### config.mk
export PLATFORM = sky130hd
export DESIGN_NAME = ring_request_arbiter_flat
export DESIGN_NICKNAME = d
export VERILOG_FILES = /design/src/rtl/ring_request_arbiter_pkg.sv /design/src/rtl/ring_request_arbiter_if.sv /design/src/rtl/ring_request_arbiter_rr_arbiter.sv /design/src/rtl/ring_request_arbiter.sv /design/src/flat_wrapper.sv
export SDC_FILE = /design/constraint.sdc
export NUM_CORES = 1
export LEC_CHECK = 0
export CAP_MARGIN = 0
export CORE_UTILIZATION = 35
export CTS_CLUSTER_DIAMETER = 40
export DETAILED_ROUTE_END_ITERATION = 10
export GPL_TIMING_DRIVEN = 0
export PLACE_DENSITY_LB_ADDON = 0.15
export SLEW_MARGIN = 25
export SYNTH_ARGS = -nofsm -noshare
export SYNTH_HDL_FRONTEND = slang
export SYNTH_SLANG_ARGS = --single-unit
export TNS_END_PERCENT = 10
### constraint.sdc
create_clock -name clk -period 13.55 [get_ports clk]
set_input_delay 2.0325 -clock clk [delete_from_list [all_inputs] [get_ports clk]]
set_output_delay 2.0325 -clock clk [all_outputs]
set_load 0.01 [all_outputs]
### src/rtl/ring_request_arbiter_pkg.sv
// Shared ring types for the node ring controller: packet layout, packet and
// cache type encodings, and line-address helpers.
package ring_request_arbiter_pkg;

  localparam int THREADS_PER_CORE = 4;
  localparam int CACHE_LINE_BYTES = 64;
  localparam int TID_W            = $clog2(THREADS_PER_CORE);
  localparam int LINE_OFS_W       = $clog2(CACHE_LINE_BYTES);
  localparam int NODE_W           = 4;

  typedef logic [31:0]       scalar_t;
  typedef logic [TID_W-1:0]  tid_t;
  typedef logic [NODE_W-1:0] node_id_t;

  typedef enum logic [1:0] {
    PKT_NONE             = 2'd0,
    PKT_READ_SHARED      = 2'd1,
    PKT_WRITE_INVALIDATE = 2'd2,
    PKT_FLUSH            = 2'd3
  } packet_type_t;

  typedef enum logic {
    CT_ICACHE = 1'b0,
    CT_DCACHE = 1'b1
  } cache_type_t;

  typedef struct packed {
    logic         valid;
    logic         ack;
    packet_type_t packet_type;
    cache_type_t  cache_type;
    node_id_t     dest_node;
    scalar_t      address;
    scalar_t      data;
  } ring_packet_t;

  function automatic scalar_t line_address(input scalar_t addr);
    return {addr[$bits(scalar_t)-1:LINE_OFS_W], {LINE_OFS_W{1'b0}}};
  endfunction

  function automatic tid_t onehot_to_tid(input logic [THREADS_PER_CORE-1:0] oh);
    tid_t r;
    r = '0;
    for (int i = 0; i < THREADS_PER_CORE; i++) begin
      if (oh[i]) r = tid_t'(i);
    end
    return r;
  endfunction

endpackage

### src/rtl/ring_request_arbiter_if.sv
// Bundle of cache-miss, wake, ring-slot and status signals around the
// ring request arbiter.
interface ring_request_arbiter_if;
  import ring_request_arbiter_pkg::*;

  logic                        dcache_miss_en;
  tid_t                        dcache_miss_thread;
  scalar_t                     dcache_miss_addr;
  logic                        icache_miss_en;
  tid_t                        icache_miss_thread;
  scalar_t                     icache_miss_addr;
  ring_packet_t                packet_in;
  ring_packet_t                packet_out;
  logic                        rc3_dcache_wake;
  tid_t                        rc3_dcache_wake_entry;
  logic                        rc3_icache_wake;
  tid_t                        rc3_icache_wake_entry;
  logic [THREADS_PER_CORE-1:0] dcache_miss_pending;
  logic [THREADS_PER_CORE-1:0] icache_miss_pending;
  logic                        rra_starved;

  modport master (
    output dcache_miss_en, dcache_miss_thread, dcache_miss_addr,
    output icache_miss_en, icache_miss_thread, icache_miss_addr,
    output packet_in,
    output rc3_dcache_wake, rc3_dcache_wake_entry,
    output rc3_icache_wake, rc3_icache_wake_entry,
    input  packet_out, dcache_miss_pending, icache_miss_pending, rra_starved
  );

  modport slave (
    input  dcache_miss_en, dcache_miss_thread, dcache_miss_addr,
    input  icache_miss_en, icache_miss_thread, icache_miss_addr,
    input  packet_in,
    input  rc3_dcache_wake, rc3_dcache_wake_entry,
    input  rc3_icache_wake, rc3_icache_wake_entry,
    output packet_out, dcache_miss_pending, icache_miss_pending, rra_starved
  );

endinterface

### src/rtl/ring_request_arbiter_rr_arbiter.sv
// Round-robin arbiter: one-hot grant searched from a rotating pointer that
// moves past the winner when update_en is asserted.
module rr_arbiter #(
  parameter int NUM_REQUESTERS = 4
) (
  input  logic                      clk,
  input  logic                      reset_n,
  input  logic [NUM_REQUESTERS-1:0] request,
  input  logic                      update_en,
  output logic [NUM_REQUESTERS-1:0] grant
);

  localparam int PTR_W = (NUM_REQUESTERS > 1) ? $clog2(NUM_REQUESTERS) : 1;
  localparam logic [PTR_W:0] N_EXT = (PTR_W+1)'(NUM_REQUESTERS);

  logic [PTR_W-1:0] ptr_q, ptr_d;
  logic [PTR_W-1:0] grant_idx;
  logic [PTR_W-1:0] cand;
  logic             found;

  // Wrap uses an extra bit so non-power-of-two requester counts stay in range.
  function automatic logic [PTR_W-1:0] rr_index(input logic [PTR_W-1:0] base,
                                                input int ofs);
    logic [PTR_W:0] sum;
    sum = {1'b0, base} + (PTR_W+1)'(ofs);
    if (sum >= N_EXT) sum = sum - N_EXT;
    return sum[PTR_W-1:0];
  endfunction

  always_comb begin
    grant     = '0;
    grant_idx = ptr_q;
    cand      = '0;
    found     = 1'b0;
    for (int i = 0; i < NUM_REQUESTERS; i++) begin
      cand = rr_index(ptr_q, i);
      if (!found && request[cand]) begin
        found       = 1'b1;
        grant[cand] = 1'b1;
        grant_idx   = cand;
      end
    end
  end

  always_comb begin
    ptr_d = ptr_q;
    if (update_en && found) ptr_d = rr_index(grant_idx, 1);
  end

  always_ff @(posedge clk or negedge reset_n) begin
    if (!reset_n) ptr_q <= '0;
    else          ptr_q <= ptr_d;
  end

endmodule

### src/rtl/ring_request_arbiter.sv
// Ring request arbiter: per-thread dcache/icache miss tables whose queued
// requests are injected as read-shared packets into free ring slots.
module ring_request_arbiter
  import ring_request_arbiter_pkg::*;
#(
  parameter int NODE_ID      = 0,
  parameter int STARVE_LIMIT = 64
) (
  input logic                   clk,
  input logic                   reset_n,
  ring_request_arbiter_if.slave bus
);

  typedef enum logic [1:0] {EMPTY, QUEUED, SENT} miss_entry_state_t;

  localparam int T     = THREADS_PER_CORE;
  localparam int DC    = 0;
  localparam int IC    = 1;
  localparam int CNT_W = $clog2(STARVE_LIMIT + 1);
  localparam logic [CNT_W-1:0] CNT_MAX = CNT_W'(STARVE_LIMIT);

  logic    miss_en     [2];
  tid_t    miss_thread [2];
  scalar_t miss_addr   [2];
  logic    wake        [2];
  tid_t    wake_entry  [2];

  miss_entry_state_t state_q [2][T];
  miss_entry_state_t state_d [2][T];
  scalar_t           addr_q  [2][T];
  scalar_t           addr_d  [2][T];
  logic [T-1:0]      stale_q [2];
  logic [T-1:0]      stale_d [2];
  logic [T-1:0]      queued  [2];
  logic [T-1:0]      grant   [2];
  logic [T-1:0]      pending [2];
  logic [1:0]        has_queued;
  logic [1:0]        grant_en;

  cache_type_t       favor_q, favor_d;
  logic [CNT_W-1:0]  cnt_q, cnt_d;
  ring_packet_t      packet_out_q, packet_out_d;
  ring_packet_t      inj_pkt;
  tid_t              inj_tid;
  logic              inject;
  logic              pick_ic;

  assign miss_en[DC]     = bus.dcache_miss_en;
  assign miss_thread[DC] = bus.dcache_miss_thread;
  assign miss_addr[DC]   = bus.dcache_miss_addr;
  assign wake[DC]        = bus.rc3_dcache_wake;
  assign wake_entry[DC]  = bus.rc3_dcache_wake_entry;
  assign miss_en[IC]     = bus.icache_miss_en;
  assign miss_thread[IC] = bus.icache_miss_thread;
  assign miss_addr[IC]   = bus.icache_miss_addr;
  assign wake[IC]        = bus.rc3_icache_wake;
  assign wake_entry[IC]  = bus.rc3_icache_wake_entry;

  function automatic logic [CNT_W-1:0] sat_inc(input logic [CNT_W-1:0] v);
    return (v >= CNT_MAX) ? v : v + 1'b1;
  endfunction

  always_comb begin
    for (int c = 0; c < 2; c++) begin
      for (int t = 0; t < T; t++) begin
        queued[c][t]  = (state_q[c][t] == QUEUED);
        pending[c][t] = (state_q[c][t] != EMPTY);
      end
    end
  end

  for (genvar c = 0; c < 2; c++) begin : g_table
    assign has_queued[c] = |queued[c];

    rr_arbiter #(.NUM_REQUESTERS(T)) u_rr (
      .clk      (clk),
      .reset_n  (reset_n),
      .request  (queued[c]),
      .update_en(grant_en[c]),
      .grant    (grant[c])
    );
  end

  // Cache choice: favor only matters when both tables have queued work.
  assign pick_ic      = !(has_queued[DC] && (!has_queued[IC] || favor_q == CT_DCACHE));
  assign inject       = !bus.packet_in.valid && (|has_queued);
  assign grant_en[DC] = inject && !pick_ic;
  assign grant_en[IC] = inject && pick_ic;

  always_comb begin
    favor_d = favor_q;
    if (inject && (&has_queued)) begin
      favor_d = (favor_q == CT_DCACHE) ? CT_ICACHE : CT_DCACHE;
    end
  end

  always_comb begin
    inj_tid             = onehot_to_tid(grant[pick_ic]);
    inj_pkt             = '0;
    inj_pkt.valid       = 1'b1;
    inj_pkt.ack         = 1'b0;
    inj_pkt.packet_type = PKT_READ_SHARED;
    inj_pkt.cache_type  = pick_ic ? CT_ICACHE : CT_DCACHE;
    inj_pkt.dest_node   = node_id_t'(NODE_ID);
    inj_pkt.address     = addr_q[pick_ic][inj_tid];
    inj_pkt.data        = '0;
    packet_out_d        = inject ? inj_pkt : bus.packet_in;
  end

  // Grant, then wake, then miss: a same-cycle wake frees the entry for the new miss.
  always_comb begin
    for (int c = 0; c < 2; c++) begin
      stale_d[c] = stale_q[c];
      for (int t = 0; t < T; t++) begin
        state_d[c][t] = state_q[c][t];
        addr_d[c][t]  = addr_q[c][t];
        if (grant_en[c] && grant[c][t]) state_d[c][t] = SENT;
        if (wake[c] && wake_entry[c] == tid_t'(t) && state_q[c][t] == SENT) begin
          state_d[c][t] = EMPTY;
        end
        if (miss_en[c] && miss_thread[c] == tid_t'(t) && state_d[c][t] == EMPTY) begin
          state_d[c][t] = QUEUED;
          addr_d[c][t]  = line_address(miss_addr[c]);
          stale_d[c][t] = 1'b0;
        end
      end
    end
  end

  assign cnt_d = ((|has_queued) && bus.packet_in.valid) ? sat_inc(cnt_q) : '0;

  always_ff @(posedge clk or negedge reset_n) begin
    if (!reset_n) begin
      for (int c = 0; c < 2; c++) begin
        stale_q[c] <= '1;
        for (int t = 0; t < T; t++) state_q[c][t] <= EMPTY;
      end
      favor_q      <= CT_DCACHE;
      cnt_q        <= '0;
      packet_out_q <= '0;
    end else begin
      state_q      <= state_d;
      stale_q      <= stale_d;
      favor_q      <= favor_d;
      cnt_q        <= cnt_d;
      packet_out_q <= packet_out_d;
    end
  end

  always_ff @(posedge clk) begin
    addr_q <= addr_d;
  end

  assign bus.packet_out          = packet_out_q;
  assign bus.dcache_miss_pending = pending[DC];
  assign bus.icache_miss_pending = pending[IC];
  assign bus.rra_starved         = (cnt_q >= CNT_MAX);

  // Entries untouched since reset may still see wakes for responses issued before it.
  logic [1:0] miss_illegal, wake_illegal;

  always_comb begin
    for (int c = 0; c < 2; c++) begin
      miss_illegal[c] = miss_en[c] && (state_q[c][miss_thread[c]] != EMPTY) &&
                        !(wake[c] && wake_entry[c] == miss_thread[c] &&
                          state_q[c][miss_thread[c]] == SENT);
      wake_illegal[c] = wake[c] && (state_q[c][wake_entry[c]] != SENT) &&
                        !stale_q[c][wake_entry[c]];
    end
  end

  a_miss_to_busy_entry: assert property (@(posedge clk) disable iff (!reset_n)
    miss_illegal == 2'b00);
  a_wake_to_unsent_entry: assert property (@(posedge clk) disable iff (!reset_n)
    wake_illegal == 2'b00);

endmodule

### src/flat_wrapper.sv
// flat-port wrapper written by rule: the top's interface ports become plain ports
module ring_request_arbiter_flat import ring_request_arbiter_pkg::*;
#(
  parameter int NODE_ID      = 0,
  parameter int STARVE_LIMIT = 64
)
  (clk, reset_n, bus_dcache_miss_en, bus_dcache_miss_thread, bus_dcache_miss_addr, bus_icache_miss_en, bus_icache_miss_thread, bus_icache_miss_addr, bus_packet_in, bus_rc3_dcache_wake, bus_rc3_dcache_wake_entry, bus_rc3_icache_wake, bus_rc3_icache_wake_entry, bus_packet_out, bus_dcache_miss_pending, bus_icache_miss_pending, bus_rra_starved);
  ring_request_arbiter_if bus_i ();
  input logic clk;
  input logic reset_n;
  input wire logic [$bits(bus_i.dcache_miss_en)-1:0] bus_dcache_miss_en;
  input wire logic [$bits(bus_i.dcache_miss_thread)-1:0] bus_dcache_miss_thread;
  input wire logic [$bits(bus_i.dcache_miss_addr)-1:0] bus_dcache_miss_addr;
  input wire logic [$bits(bus_i.icache_miss_en)-1:0] bus_icache_miss_en;
  input wire logic [$bits(bus_i.icache_miss_thread)-1:0] bus_icache_miss_thread;
  input wire logic [$bits(bus_i.icache_miss_addr)-1:0] bus_icache_miss_addr;
  input wire logic [$bits(bus_i.packet_in)-1:0] bus_packet_in;
  input wire logic [$bits(bus_i.rc3_dcache_wake)-1:0] bus_rc3_dcache_wake;
  input wire logic [$bits(bus_i.rc3_dcache_wake_entry)-1:0] bus_rc3_dcache_wake_entry;
  input wire logic [$bits(bus_i.rc3_icache_wake)-1:0] bus_rc3_icache_wake;
  input wire logic [$bits(bus_i.rc3_icache_wake_entry)-1:0] bus_rc3_icache_wake_entry;
  output wire logic [$bits(bus_i.packet_out)-1:0] bus_packet_out;
  output wire logic [$bits(bus_i.dcache_miss_pending)-1:0] bus_dcache_miss_pending;
  output wire logic [$bits(bus_i.icache_miss_pending)-1:0] bus_icache_miss_pending;
  output wire logic [$bits(bus_i.rra_starved)-1:0] bus_rra_starved;
  assign bus_i.dcache_miss_en = bus_dcache_miss_en;
  assign bus_i.dcache_miss_thread = bus_dcache_miss_thread;
  assign bus_i.dcache_miss_addr = bus_dcache_miss_addr;
  assign bus_i.icache_miss_en = bus_icache_miss_en;
  assign bus_i.icache_miss_thread = bus_icache_miss_thread;
  assign bus_i.icache_miss_addr = bus_icache_miss_addr;
  assign bus_i.packet_in = bus_packet_in;
  assign bus_i.rc3_dcache_wake = bus_rc3_dcache_wake;
  assign bus_i.rc3_dcache_wake_entry = bus_rc3_dcache_wake_entry;
  assign bus_i.rc3_icache_wake = bus_rc3_icache_wake;
  assign bus_i.rc3_icache_wake_entry = bus_rc3_icache_wake_entry;
  assign bus_packet_out = bus_i.packet_out;
  assign bus_dcache_miss_pending = bus_i.dcache_miss_pending;
  assign bus_icache_miss_pending = bus_i.icache_miss_pending;
  assign bus_rra_starved = bus_i.rra_starved;
  ring_request_arbiter #(.NODE_ID(NODE_ID), .STARVE_LIMIT(STARVE_LIMIT)) u_core (.clk(clk), .reset_n(reset_n), .bus(bus_i));
endmodule
Word level (Yosys, flattened, before mapping)
Index checks and enable logic that the tools add are counted.
{"block": "word_totals", "register_bits": 309, "inputBits": 151}
{"block": "classes", "eq_ne": 29, "n_lt_le_gt_ge": 29, "reduce_logical": 96, "n_addsub": 19, "n_mux": 107, "n_bitwise": 8}
{"cell": "$mux 128", "n": 3}
{"cell": "$mux 2", "n": 44}
{"cell": "$mux 73", "n": 1}
{"cell": "$bmux 32 s2", "n": 1}
{"cell": "$mux 32", "n": 2}
{"cell": "$logic_and 1x1->1", "n": 62}
{"cell": "$mux 4", "n": 11}
{"cell": "$eq 2x2->1 const B", "n": 16}
{"cell": "$ge 3x3->1 const B", "n": 9}
{"cell": "$mux 1", "n": 27}
{"cell": "$eq 2x1->1 const B", "n": 12}
{"cell": "$logic_not 2->1", "n": 12}
{"cell": "$lt 2x3->1 const B", "n": 8}
{"cell": "$or 4x4->4", "n": 6}
{"cell": "$sub 2x1->2 const B", "n": 10}
{"cell": "$bmux 1 s2", "n": 8}
{"cell": "$demux 1 s2", "n": 8}
{"cell": "$ge 2x1->1 const B", "n": 8}
{"cell": "$reduce_bool 2->1", "n": 8}
{"cell": "$mux 7", "n": 2}
{"cell": "$add 2x1->3 const B", "n": 4}
{"cell": "$add 2x2->3 const B", "n": 4}
{"cell": "$logic_not 1->1", "n": 9}
{"cell": "$reduce_or 4->1", "n": 2}
{"cell": "other kinds (10)", "n": 11}

Depth between registers and ports, before layout
{"block": "logic_depth", "word_depth": 25, "ltp_mapped": 15, "ltp_nobuf": 11}

Cells and area by module
A second synthesis with hierarchy kept.
{"block": "unflattened", "hier_cells": 877, "area_unflattened_um2": 12918.6}
{"mod": "ring_request_arbiter", "seq_area_each_um2": 8674.6, "area_each_um2": 11845.1, "instances": 1, "cells_per_inst": 757}
{"mod": "rr_arbiter", "seq_area_each_um2": 50.0, "area_each_um2": 536.8, "instances": 2, "cells_per_inst": 60}

Worst setup path before layout
Ideal clock, no wire load.
{"block": "synth_path", "kind": "register to register", "from": "reg u_core.g_table[1].u_rr.ptr_q[1]", "to": "reg u_core.addr_q[70] (netlist bit), enable pin", "setup_time_ns": 0.550, "stages_incl_launch_ff": 12, "required_time_ns": 13.000, "setup_slack_ns": 6.301, "n_path_buf": 2, "t_arrival_ns": 6.699, "cell_sequence": "dfrtp_1 > clkbuf_1 > inv_1 > ha_1 > nor2b_1 > o2bb2a_1 > a2111oi_0 > a2111oi_0 > and2_1 > clkbuf_1 > o21bai_1 > a2111oi_0"}
{"block": "synth_via", "elab_chain_len": 19}
{"item": "start, declared", "line": "ring_request_arbiter_rr_arbiter.sv:16", "rtl": "logic [PTR_W-1:0] ptr_q, ptr_d;"}
{"item": "start signal, assigned", "line": "ring_request_arbiter_rr_arbiter.sv:52", "rtl": "else ptr_q <= ptr_d;"}
{"item": "branches (longest 13 deep; another with $add 2x1->3)"}
{"item": "$mux 4 (*)", "line": "ring_request_arbiter_rr_arbiter.sv:37", "rtl": "if (!found && request[cand]) begin"}
{"item": "$logic_and 1x1->1 (*)", "line": "ring_request_arbiter.sv:117", "rtl": "if (grant_en[c] && grant[c][t]) state_d[c][t] = SENT;"}
{"item": "$mux 2 (*)", "line": "ring_request_arbiter.sv:117"}
{"item": "$mux 2 (*)", "line": "ring_request_arbiter.sv:118", "rtl": "if (wake[c] && wake_entry[c] == tid_t'(t) && state_q[c][t] == SENT) begin"}
{"item": "$logic_not 2->1 (*)", "line": "ring_request_arbiter.sv:121", "rtl": "if (miss_en[c] && miss_thread[c] == tid_t'(t) && state_d[c][t] == EMPTY) begin"}
{"item": "$logic_and 1x1->1 (*)", "line": "ring_request_arbiter.sv:121"}
{"item": "end signal, assigned", "line": "ring_request_arbiter.sv:151", "rtl": "addr_q <= addr_d;"}
{"item": "end, declared", "line": "ring_request_arbiter.sv:30", "rtl": "scalar_t addr_q [2][T];"}
Every way passes the cells marked *. The select of a mux whose other input is x is not followed.
A chain may end at the register's enable or synchronous reset.

Worst setup path in the final report
{"block": "layout_path", "from": "reg u_core.g_table[1].u_rr.ptr_q[1]", "to": "reg u_core.addr_q[49] (netlist bit), enable pin"}
Same word-level chain as after synthesis.

==> results.json <==
{
  "vias": 9208,
  "critPathBufInv": 6,
  "avgSynthCellArea_sq_um": 14.0,
  "yosysMostFrequentCell": "edfxtp_1",
  "routed_wl_mm": 38.9,
  "cp-start-kind": "flop",
  "finClkSkew_ns": 0.0321,
  "ir_drop_uv": 167,
  "clkPwrFrac": 0.257,
  "p_total_mw": 4.93,
  "die-area_sq_um": 38000,
  "path_delay_family": "compound AO/OA/AOI/OAI gates",
  "seq_area_frac_synth": 0.673,
  "cpPeakStageDelay_ns": 0.77,
  "grt_pass1_wl_mm": 58.2,
  "clock_latency_ns": 0.58,
  "cts_setup_buffers": 0,
  "cp_max_fo": 10,
  "synthArstFlopShare": 0.327,
  "drt_iter0_markers": 623,
  "p_int_mw": 2.90,
  "setup_tns_ns": 0,
  "synth_seq_cells": 309,
  "min-delay-path-class": "reg2reg",
  "leakage_nw": 6.68,
  "path_cells": "clkbuf_1 > inv_1 > ha_1 > nor2b_1 > o2bb2a_1 > a211oi_1 > a222oi_1 > and3_1 > clkbuf_1 > o21bai_1 > a2111oi_2 > buf_2 > buf_4 > buf_2",
  "path_clk_slew_ns": 0.06,
  "syn_inst": 933,
  "synth_edf_count": 208,
  "max_freq_ghz": 0.202,
  "relSlewSlack": 0.359,
  "antenna_cells_inserted": 0,
  "rsz0062_at_grt": "false",
  "power_density_nw_per_um2": 275,
  "rows": 70,
  "synth_top_area_frac": 0.479,
  "antenna_left": 0,
  "seq_power_share": 0.250,
  "numCtsBuffers": 48,
  "drv_cap": 0,
  "viasPerCell": 5.30,
  "fin_crit_sh": 0.365,
  "hold_buffers": 0,
  "outcome": "finished, final reports clean",
  "place.gp.congestion": 0.874,
  "synth_area_sq_um": 13000,
  "hold_viol": 0,
  "htree_num_levels": 2,
  "tightest_slew_ns": 0.961,
  "synth_nets": 1102,
  "wl_per_cell_microns": 22.4,
  "hold_ws_ns": 0.540,
  "cp.required_ns": 13.84,
  "grt_max_degree": 62,
  "nNetsFinal": 1398,
  "synthTopCellsByCount": "edfxtp_1 (208), dfrtp_1 (100), nand2_1 (79)",
  "switching_power_mw": 2.03,
  "yosysTopAreaCell": "edfxtp_1",
  "clockRootBuffer": "clkbuf_16",
  "grt_overflow_total": 0,
  "swShare": 0.411,
  "hpwlAfterDp_mm": 27.0,
  "drc_errors": 0,
  "finalSetupViolations": 0,
  "path_class": "reg2reg",
  "cts_tree": "built",
  "ios": 233,
  "endpoint_kind": "flop",
  "combPwrFrac": 0.493,
  "port_buffers": 220,
  "cts_sinks": 309,
  "slew_violations": 0,
  "synth_warnings": 0,
  "dr.pass1.iters": 5,
  "synth-main-ff-cell": "edfxtp_1",
  "coreArea_sq_um": 36600,
  "antenna_found_initial": 2,
  "grt_use_total": 0.207,
  "arrival_ns": 5.23,
  "grt_pass1_vias": 9265,
  "die_h_microns": 195,
  "finalCriticalPeriod_ns": 4.94,
  "ys_top_cells_by_area": "edfxtp_1 (48%), dfrtp_1 (19%), mux2i_1 (3.7%), nor2b_1 (2.7%), a221oi_1 (2.7%)",
  "drive_above_1_share": 0.139,
  "synth.distinct_cells": 67,
  "cts.path.max_buffers": 3,
  "die-width_microns": 195,
  "cp_slowest_cell": "a2111oi_2",
  "start_util": 0.356,
  "cts_resized": 0,
  "area_growth_pct": 37.4
}
[power groups by stage]
| stage | sequential, mW | clock [mW] | combinational, mW |
|---|---|---|---|
| after floorplan | 1.27 | 0 | 1.49 |
| after global placement | 1.26 | 0 | 2.40 |
| after detailed placement | 1.25 | 0 | 2.43 |
| after CTS | 1.24 | 1.29 | 2.44 |
| after global routing | 1.25 | 1.34 | 2.62 |
| final | 1.24 | 1.27 | 2.43 |
[cell families (layout without fill, tap and decap cells)]
group	after synthesis	in the layout	synth area share
fa+ha+maj	18	18	0.0173
buf+inv	54	389	0.0187
xor+xnor	10	10	0.00672
flops	309	309	0.673
simple gates	299	299	0.123
mux	51	51	0.0414
compound gates	192	192	0.120
[area by class of cell]
type	count	area, sq um
fillers	3209	18700
plain buffers	45	211
multi-input cells	570	4090
repair buffers	246	2520
clock buffers	60	1320
well taps	468	586
clock inverters	29	378
flip-flops and latches	309	8770
inverters	9	33.8
[sequential cells by signal, summed over array words and instances (netlist names)]
signal / cells
u_core.addr_q: 208
u_core.bus.packet_out: 73
u_core.state_q: 16
u_core.g_table.u_rr.ptr_q: 4
u_core.favor_q: 1
u_core.cnt_q: 7
[path summary, 6_finish.rpt]
check,start,end,slack [ns],cells past startpoint
setup / recovery,u_core.g_table[1].u_rr.ptr_q[1],u_core.addr_q[49],8.61,14
hold / removal,u_core.favor_q,u_core.favor_q,0.54,1
setup reg to reg,u_core.g_table[1].u_rr.ptr_q[1],u_core.addr_q[49],8.61,14
hold reg to reg,u_core.favor_q,u_core.favor_q,0.54,1
max in group asynchronous,reset_n,u_core.bus.packet_out[56],11.49,2
min in group asynchronous,reset_n,u_core.state_q[10],1.40,1
[per-stage QoR]
| step | setup WS, ns | util | std cells | area (sq um) |
|---|---|---|---|---|
| 3_5_place_dp | 8.42 | 0.443 | 1647 | 16200 |
| 3_3_place_gp | 0.261 | 0.432 | 1621 | 15800 |
| 2_1_floorplan | 6.30 | - | 933 | 13000 |
| 4_1_cts | 8.70 | 0.489 | 1736 | 17900 |
| 5_1_grt | 8.28 | 0.489 | 1736 | 17900 |
| 6_report | 8.61 | 0.489 | 1736 | 17900 |
[layout by cell type, fill, tap and decap left out, drive strengths merged, types with 4 or more instances in the layout]
cell type	instances
mux2i	49
o21a	8
nand3	16
nand2	79
o21bai	4
a2111oi	5
o21ai	39
and4	4
a21oi	20
edfxtp	208
nand4	10
xnor2	6
nor2b	57
buf	43
xor2	4
a31oi	4
o22ai	5
or2	13
and2	6
clkinv	11
ha	18
a211oi	7
nand4b	4
clkdlybuf4s50	219
nor3	16
a221oi	54
and3	32
dfrtp	100
clkinvlp	4
bufinv	5
inv	18
nor2	36
nand2b	12
clkbuf	89
a221o	5
o22a	26
[metal layers]
metal	wire length, microns	track usage	vias up
met4	987	0.0738	4
met1	17100	0.277	4601
met5	27	0	-
met2	18200	0.331	363
li1	-	-	4173
met3	2580	0.0437	67
Note: power is estimated with default switching activity, not from simulation.
